### config.mk
export PLATFORM = sky130hd
export DESIGN_NAME = apb_slave
export DESIGN_NICKNAME = d
export VERILOG_FILES = /design/src/rtl/apb_slave.sv
export SDC_FILE = /design/constraint.sdc
export NUM_CORES = 1
export LEC_CHECK = 0
export ABC_AREA = 1
export CAP_MARGIN = 10
export CORE_UTILIZATION = 48
export CTS_CLUSTER_DIAMETER = 30
export DETAILED_ROUTE_END_ITERATION = 7
export PLACE_DENSITY = 0.8
export SLEW_MARGIN = 5
export SYNTH_ARGS = -nofsm -noshare
export SYNTH_HDL_FRONTEND = slang
export SYNTH_SLANG_ARGS = --single-unit
export TNS_END_PERCENT = 30
### constraint.sdc
create_clock -name PCLK -period 1.5 [get_ports PCLK]
set_input_delay 0.3 -clock PCLK [delete_from_list [all_inputs] [get_ports PCLK]]
set_output_delay 0.3 -clock PCLK [all_outputs]
set_load 0.005 [all_outputs]
### src/rtl/apb_slave.sv
// APB register block for an SPI controller: control, baud and status registers,
// transmit/receive data buffers, transmit hand-off to the shifter and interrupt generation.
module apb_slave (
    input  logic       PCLK,
    input  logic       PRESET_n,
    input  logic       PWRITE_i,
    input  logic       PSEL_i,
    input  logic       PENABLE_i,
    input  logic [2:0] PAADR_i,
    input  logic [7:0] PWDATA_i,
    input  logic       ss_i,
    input  logic       recieve_data_i,
    input  logic       tip_i,
    input  logic       recieve_data_o,
    input  logic [7:0] miso_data_i,
    output logic [7:0] PRDATA_o,
    output logic       PREADY_o,
    output logic       PSLVRR_o,
    output logic       mstr_o,
    output logic       cpol_o,
    output logic       cpha_o,
    output logic       lsbfe_o,
    output logic       spiswai,
    output logic [2:0] sppr_o,
    output logic [2:0] spr_o,
    output logic       spi_interrupt_request_o,
    output logic       send_data_o,
    output logic [7:0] mosi_data_o,
    output logic       spi_mode_o
);

    typedef enum logic [1:0] {
        IDLE   = 2'd0,
        SETUP  = 2'd1,
        ENABLE = 2'd2
    } state_t;

    state_t     state_r, next_s;
    logic [7:0] cr1_r, cr2_r, br_r, txbuf_r, rxbuf_r, mosi_r, rdata_s, sr_s;
    logic       spif_r, sptef_r, send_r;
    logic       commit_s, wr_s, rd_s, bad_addr_s, err_s, dr_wr_s, dr_rd_s;
    logic       handoff_s, modf_s, unused_s;

    assign unused_s = recieve_data_o;

    // APB state register
    always_ff @(posedge PCLK) begin
        if (PRESET_n) begin
            state_r <= IDLE;
        end else begin
            state_r <= next_s;
        end
    end

    // APB next-state decode
    always_comb begin
        next_s = state_r;
        case (state_r)
            IDLE: begin
                if (PSEL_i) next_s = SETUP;
                else        next_s = IDLE;
            end
            SETUP:   next_s = ENABLE;
            ENABLE: begin
                if (PSEL_i && !PENABLE_i) next_s = SETUP;
                else                      next_s = IDLE;
            end
            default: next_s = IDLE;
        endcase
    end

    assign commit_s   = (state_r == ENABLE) && PSEL_i && PENABLE_i;
    assign wr_s       = commit_s && PWRITE_i;
    assign rd_s       = commit_s && !PWRITE_i;
    assign bad_addr_s = (PAADR_i == 3'd4) || (PAADR_i == 3'd6) || (PAADR_i == 3'd7);
    assign err_s      = commit_s && (bad_addr_s || (PWRITE_i && (PAADR_i == 3'd3)));
    assign dr_wr_s    = wr_s && (PAADR_i == 3'd5);
    assign dr_rd_s    = rd_s && (PAADR_i == 3'd5);
    // A DR write in the same cycle defers the hand-off so the fresh byte is the one sent
    assign handoff_s  = !sptef_r && cr1_r[6] && !tip_i && !dr_wr_s;
    assign modf_s     = cr1_r[4] & cr2_r[4] & ~cr1_r[1] & ~ss_i;
    assign sr_s       = {spif_r, 1'b0, sptef_r, modf_s, 4'b0000};

    // Configuration registers and transmit buffer
    always_ff @(posedge PCLK) begin
        if (PRESET_n) begin
            cr1_r   <= 8'h04;
            cr2_r   <= 8'h00;
            br_r    <= 8'h00;
            txbuf_r <= 8'h00;
        end else if (wr_s && !err_s) begin
            case (PAADR_i)
                3'd0:    cr1_r   <= PWDATA_i;
                3'd1:    cr2_r   <= PWDATA_i & 8'h1B;
                3'd2:    br_r    <= PWDATA_i & 8'h77;
                3'd5:    txbuf_r <= PWDATA_i;
                default: cr1_r   <= cr1_r;
            endcase
        end else begin
            cr1_r <= cr1_r;
        end
    end

    // Transmit hand-off, receive capture and status flags
    always_ff @(posedge PCLK) begin
        if (PRESET_n) begin
            sptef_r <= 1'b1;
            spif_r  <= 1'b0;
            send_r  <= 1'b0;
            mosi_r  <= 8'h00;
            rxbuf_r <= 8'h00;
        end else begin
            send_r <= handoff_s;
            if (handoff_s) mosi_r <= txbuf_r;
            if (dr_wr_s)        sptef_r <= 1'b0;
            else if (handoff_s) sptef_r <= 1'b1;
            if (recieve_data_i) begin
                rxbuf_r <= miso_data_i;
                spif_r  <= 1'b1;
            end else if (dr_rd_s) begin
                spif_r  <= 1'b0;
            end
        end
    end

    // Read data mux, driven only during a committed read
    always_comb begin
        rdata_s = 8'h00;
        if (rd_s) begin
            case (PAADR_i)
                3'd0:    rdata_s = cr1_r;
                3'd1:    rdata_s = cr2_r;
                3'd2:    rdata_s = br_r;
                3'd3:    rdata_s = sr_s;
                3'd5:    rdata_s = rxbuf_r;
                default: rdata_s = 8'h00;
            endcase
        end else begin
            rdata_s = 8'h00;
        end
    end

    assign PRDATA_o    = rdata_s;
    assign PREADY_o    = (state_r == ENABLE);
    assign PSLVRR_o    = err_s;
    assign mstr_o      = cr1_r[4];
    assign cpol_o      = cr1_r[3];
    assign cpha_o      = cr1_r[2];
    assign lsbfe_o     = cr1_r[0];
    assign spiswai     = cr2_r[1];
    assign sppr_o      = br_r[6:4];
    assign spr_o       = br_r[2:0];
    assign spi_mode_o  = cr1_r[6];
    assign send_data_o = send_r;
    assign mosi_data_o = mosi_r;
    assign spi_interrupt_request_o = (cr1_r[7] & (spif_r | modf_s)) | (cr1_r[5] & sptef_r);

endmodule

# ---- Yosys cells after proc, flatten, opt, wreduce, memory -nomap -nowiden
# Cells that the tools add are included.
dict set report classes {
  eq_ne 9
  muxes 9
  n_bitwise 9
  n_reduce_logical 30
}
# operator n
set ops {}
lappend ops {{case mux 8 bit (5 select lines)} 1}
lappend ops {{logical AND 1 bit} 13}
lappend ops {{equality test 3 bit (second input constant)} 4}
lappend ops {{2-to-1 mux 8 bit} 1}
lappend ops {{AND reduction 2 bit} 4}
lappend ops {{equality test 3 x 2 -> 1 bit (second input constant)} 2}
lappend ops {{logical NOT 1 bit} 6}
lappend ops {{2-to-1 mux 1 bit} 6}
lappend ops {{case mux 2 bit (3 select lines)} 1}
lappend ops {{AND 1 bit} 5}
lappend ops {{nonzero test 2 bit} 2}
lappend ops {{equality test 3 x 1 -> 1 bit (second input constant)} 1}
lappend ops {{logical NOT 3 bit} 1}
lappend ops {{logical OR 1 bit} 3}
lappend ops {{equality test 2 x 1 -> 1 bit (second input constant)} 1}
lappend ops {{equality test 2 bit (second input constant)} 1}
lappend ops {{logical NOT 2 bit} 1}
lappend ops {{inverter 1 bit} 2}
lappend ops {{bitwise OR 1 bit} 2}
dict set report totals {
  ff_bits 47
  in_bits 28
  output_inout_bits 32
  elab_cells 67
}

# ---- Logic depth before layout (Yosys ltp)
# Gate-level depths: netlist of the first run.
dict set report depth {
  ltp_word 9
  ltp_mapped 9
  mapped_depth_nobuf 8
}

# ---- Worst setup path after synthesis of the first run
# Ideal clock, no wire load.
dict set report synth_timing {
  path_kind {in2out}
  startpoint {input PAADR_i[2]}
  endpoint {output PRDATA_o[1]}
  arrival_ps 1087
  required_ps 1200
  setup_slack_ps 113
  cell_stages 4
  n_path_buf 1
  path_cell_list {nor3_2 buf_2 a21oi_1 nor2_1}
}
dict set report synth_via {
  elab_chain_len 3
  elab_cells_between_ends 7
  classes_between {eq/ne (4); mux (2); reduce/logical (1)}
}
# item line
set synth_lines {}
lappend synth_lines {{from (decl)} 9} ;# input logic [2:0] PAADR_i,
lappend synth_lines {{equality test 3 bit, or another cell as far along} 130} ;# case (PAADR_i)
lappend synth_lines {{case mux 8 bit (5 select lines) *} 130}
lappend synth_lines {{2-to-1 mux 8 bit *} 129} ;# if (rd_s) begin
lappend synth_lines {{to (decl)} 16} ;# output logic [7:0] PRDATA_o,
# Every way passes the cells marked *; elsewhere a longest branch is shown, timed or not.

# ---- Final worst setup path of the first run
dict set report layout_timing {
  startpoint {input PWRITE_i}
  endpoint {output PRDATA_o[7]}
}
dict set report layout_via {
  elab_chain_len 3
}
# item line
set layout_lines {}
lappend layout_lines {{from (decl)} 6} ;# input logic PWRITE_i,
lappend layout_lines {{logical NOT 1 bit} 74} ;# assign rd_s = commit_s && !PWRITE_i;
lappend layout_lines {{logical AND 1 bit} 74}
lappend layout_lines {{2-to-1 mux 8 bit} 129}
# No other way between the ends.

==> reports/results.ini, run 1 <==
[power]
p_leak_nw = 1.55
switchingPower_uw = 624
pwr_density_cell_mw_per_mm2 = 752
pwr-share-clk_pct = 38.1
netSwitchingFraction_pct = 24.6
power.internal_mw = 1.91
power_frac_comb_pct = 11.5
ir_drop_mv = 0.566
seq_power_share_pct = 50.3

[floorplan]
start_util_pct = 50.1
die_area_mm2 = 0.00481
fp.coreArea_mm2 = 0.00435
ioPinCount = 60
num_rows = 24
die_x_um = 69.4
die-height_um = 69.4

[route]
drc = 0
drt_first_pass_iters = 4
wl_per_cell_um = 13.9
route.vias.total = 2441
vias_per_cell = 5.19
antenna_left = 0
drt_wl_total_mm = 6.51
drt_iter0_drc = 124

[setup_path]
crit_slowest_cell = clkdlybuf4s50_1
worstSetupPathType = input pin to output pin
critPathTopFamily = buffers and inverters
worst-path-buf-inv = 6
path_max_fanout = 4
endpoint_kind = output pin
cp-start-kind = input pin
cp.required_ns = 1.20
worstReg2RegStart = state_r[0]
critPathMostFrequentCell = inv_1
crit_chain = clkdlybuf4s50_1 > inv_1 > nand2_4 > buf_6 > inv_6 > nand2_1 > inv_1 > buf_2
r2r_slack_ns = 0.03
critical_path_arrival_ns = 1.35
slowest_delay_ns = 0.51
r2r-end = cr1_r[2]
worstRegToRegCells = 10

[cts]
clk_pin_slew_worst_paths_ns = 0.09
htree_num_levels = 2
insertion_delay_ns = 0.31
clk_path_buf_depth = 2
numCtsBuffers = 5
cts_tree = yes
clock-root-buffer = clkbuf_8
clock-sinks = 47

[synthesis]
synth_top_area_share_pct = 43.2
synthDistinctLibCells = 22
synth_cells = 318
synth_area_leaders = dfxtp_1 43%, nor2_1 13%, nand2_1 12%
synth_nets = 346
seq_area_frac_synth_pct = 43.2
syn-cell-area_mm2 = 0.00218
yosysWarnings = 0
synth_area_leader_cell = dfxtp_1
yosys_register_bits = 47
avgSynthCellArea_um2 = 6.85

[timing]
drv_slew = 0
clock_skew_ns = 0.00486
relSlewSlack_pct = 84.2
worstMarginPinSlew_ns = 0.234
finalSetupViolCount = 10
period_minus_slack_ns = 1.65
post-route-period-util_pct = 110
fmax_mhz = 605
rsz0062_at_grt = true
setup_slack_ns = -0.152
hold_viol = 0
fin_setup_tns_ns = -1.03

[placed_design]
gp_congestion = 0.881
placed_cell_area_mm2 = 0.00305
dp_hpwl_mm = 4.16
io_buffers = 58

[layout]
final_area_mm2 = 0.00337
layout_commonest_cell = nor2_1
syn_to_final_growth_pct = 54.6
layout_common_cells = 68 x nor2_1, 61 x nand2_1, 39 x buf_4
fin_nets = 445
layout-drive-gt1-share_pct = 29.2
diodes = 0

[grt]
grt_remaining_overflow = 0
grt_pass1_wl_mm = 10.6
antenna_found_initial = 0
grtUsageTotal_pct = 27.5
first_global_vias = 2325
grt_max_degree = 45

[min_path]
hold_end = state_r[0]
min_path_cells = 4
min_from = PENABLE_i
min-delay-path-class = input pin to flop

[job]
cap_violations = 0

[outcome]
status = finished, violations left
violations = setup timing

[worst max path at each step]
stage	from	endpoint	slack, ns	cells after the start
3_5_place_dp	PAADR_i[0]	PRDATA_o[1]	-0.89	9
5_1_grt	state_r[0]	PRDATA_o[3]	-0.20	9
6_report	PWRITE_i	PRDATA_o[7]	-0.15	8
2_1_floorplan	PAADR_i[2]	PRDATA_o[1]	0.11	4
3_3_place_gp	PAADR_i[0]	PRDATA_o[4]	-0.87	9
4_1_cts	state_r[0]	PRDATA_o[3]	-0.16	9
[worst min-delay path, delay by kind of cell]
| family | cells | cell delay (ns) |
|---|---|---|
| buf+inv | 1 | 0.20 |
| simple gates | 3 | 0.16 |
[flip-flops by register name, indices dropped and copies added (netlist names)]
| register | flops |
|---|---|
| cr1_r | 8 |
| mosi_data_o | 8 |
| rxbuf_r | 8 |
| txbuf_r | 8 |
| br_r | 6 |
| cr2_r | 4 |
| state_r | 2 |
| send_data_o | 1 |
| spif_r | 1 |
| sptef_r | 1 |
[final cells by class]
cell class                 instances  area [um^2]
clock buffer                       5         68.8
clock inverter                     3         47.5
fill                             316          983
sequential                        47          965
tap                               52         65.1
multi-input combinational        232         1170
timing repair buffer             104          942
inverter                          27          109
[cells by family (layout without fill, tap and decap cells)]
kind of cell | Yosys count | count (layout) | synth area share, %
and+or+nand+nor | 190 | 190 | 38.9
AOI/OAI and AO/OA | 42 | 42 | 9.87
DFF | 47 | 47 | 43.2
buffers and inverters | 39 | 139 | 8.04
[power groups by stage]
stage / clock network (mW) / registers, mW / logic [mW]
6_report: 0.967 / 1.28 / 0.292
5_1_grt: 1.02 / 1.28 / 0.318
4_1_cts: 0.976 / 1.28 / 0.276
3_5_place_dp: 0 / 1.31 / 0.254
3_3_place_gp: 0 / 1.31 / 0.250
2_1_floorplan: 0 / 1.30 / 0.108
[synthesized netlist by cell type]
library cell and count:
a21oi_1 21, nand3b_1 7, a21boi_0 1, clkinv_1 3, nor2_1 73, nand4_1 1, nor2_4 4, o21ai_0 19
inv_1 21, nand3_1 29, nor3_1 2, nand3_2 1, buf_6 3, inv_2 3, nor3_2 2, buf_2 5
clkbuf_1 4, o211ai_1 1, nand2_2 2, nand3_4 1, dfxtp_1 47, nand2_1 68
[what timing repair did]
item / CTS / global route
hold buffers: 0 / 0
setup endpoints to repair: 57 / 33
buffers inserted: 10 / 4
pin swaps: 16 / 8
resized for setup: 109 / 23
hold endpoints to repair: 0 / 0
[stage by stage]
stage	setup slack (ns)	util, %	std cells	power (mW)	hold WS (ns)
global route	-0.204	77.4	470	2.62	0.420
global placement	-0.867	70.1	451	1.56	0.453
floorplan	0.113	-	318	1.41	0.369
CTS	-0.164	75.3	467	2.53	0.391
finish	-0.152	77.4	470	2.54	0.393
detailed placement	-0.888	70.1	451	1.56	0.463
[metal layers]
layer / vias up / wire [um] / track usage [%]
met5: - / 0 / 0
met4: 0 / 208 / 10.7
met3: 30 / 437 / 6.98
met2: 96 / 3310 / 48.2
met1: 1106 / 2550 / 31.9
li1: 1209 / - / -
Note: power is estimated with default switching activity, not from simulation.
==> run 2: changes to the inputs <==
- CAP_MARGIN: 10 -> 40
==> results of run 2 <==
The final DEF is identical to that of run 1; final timing and power are the same.
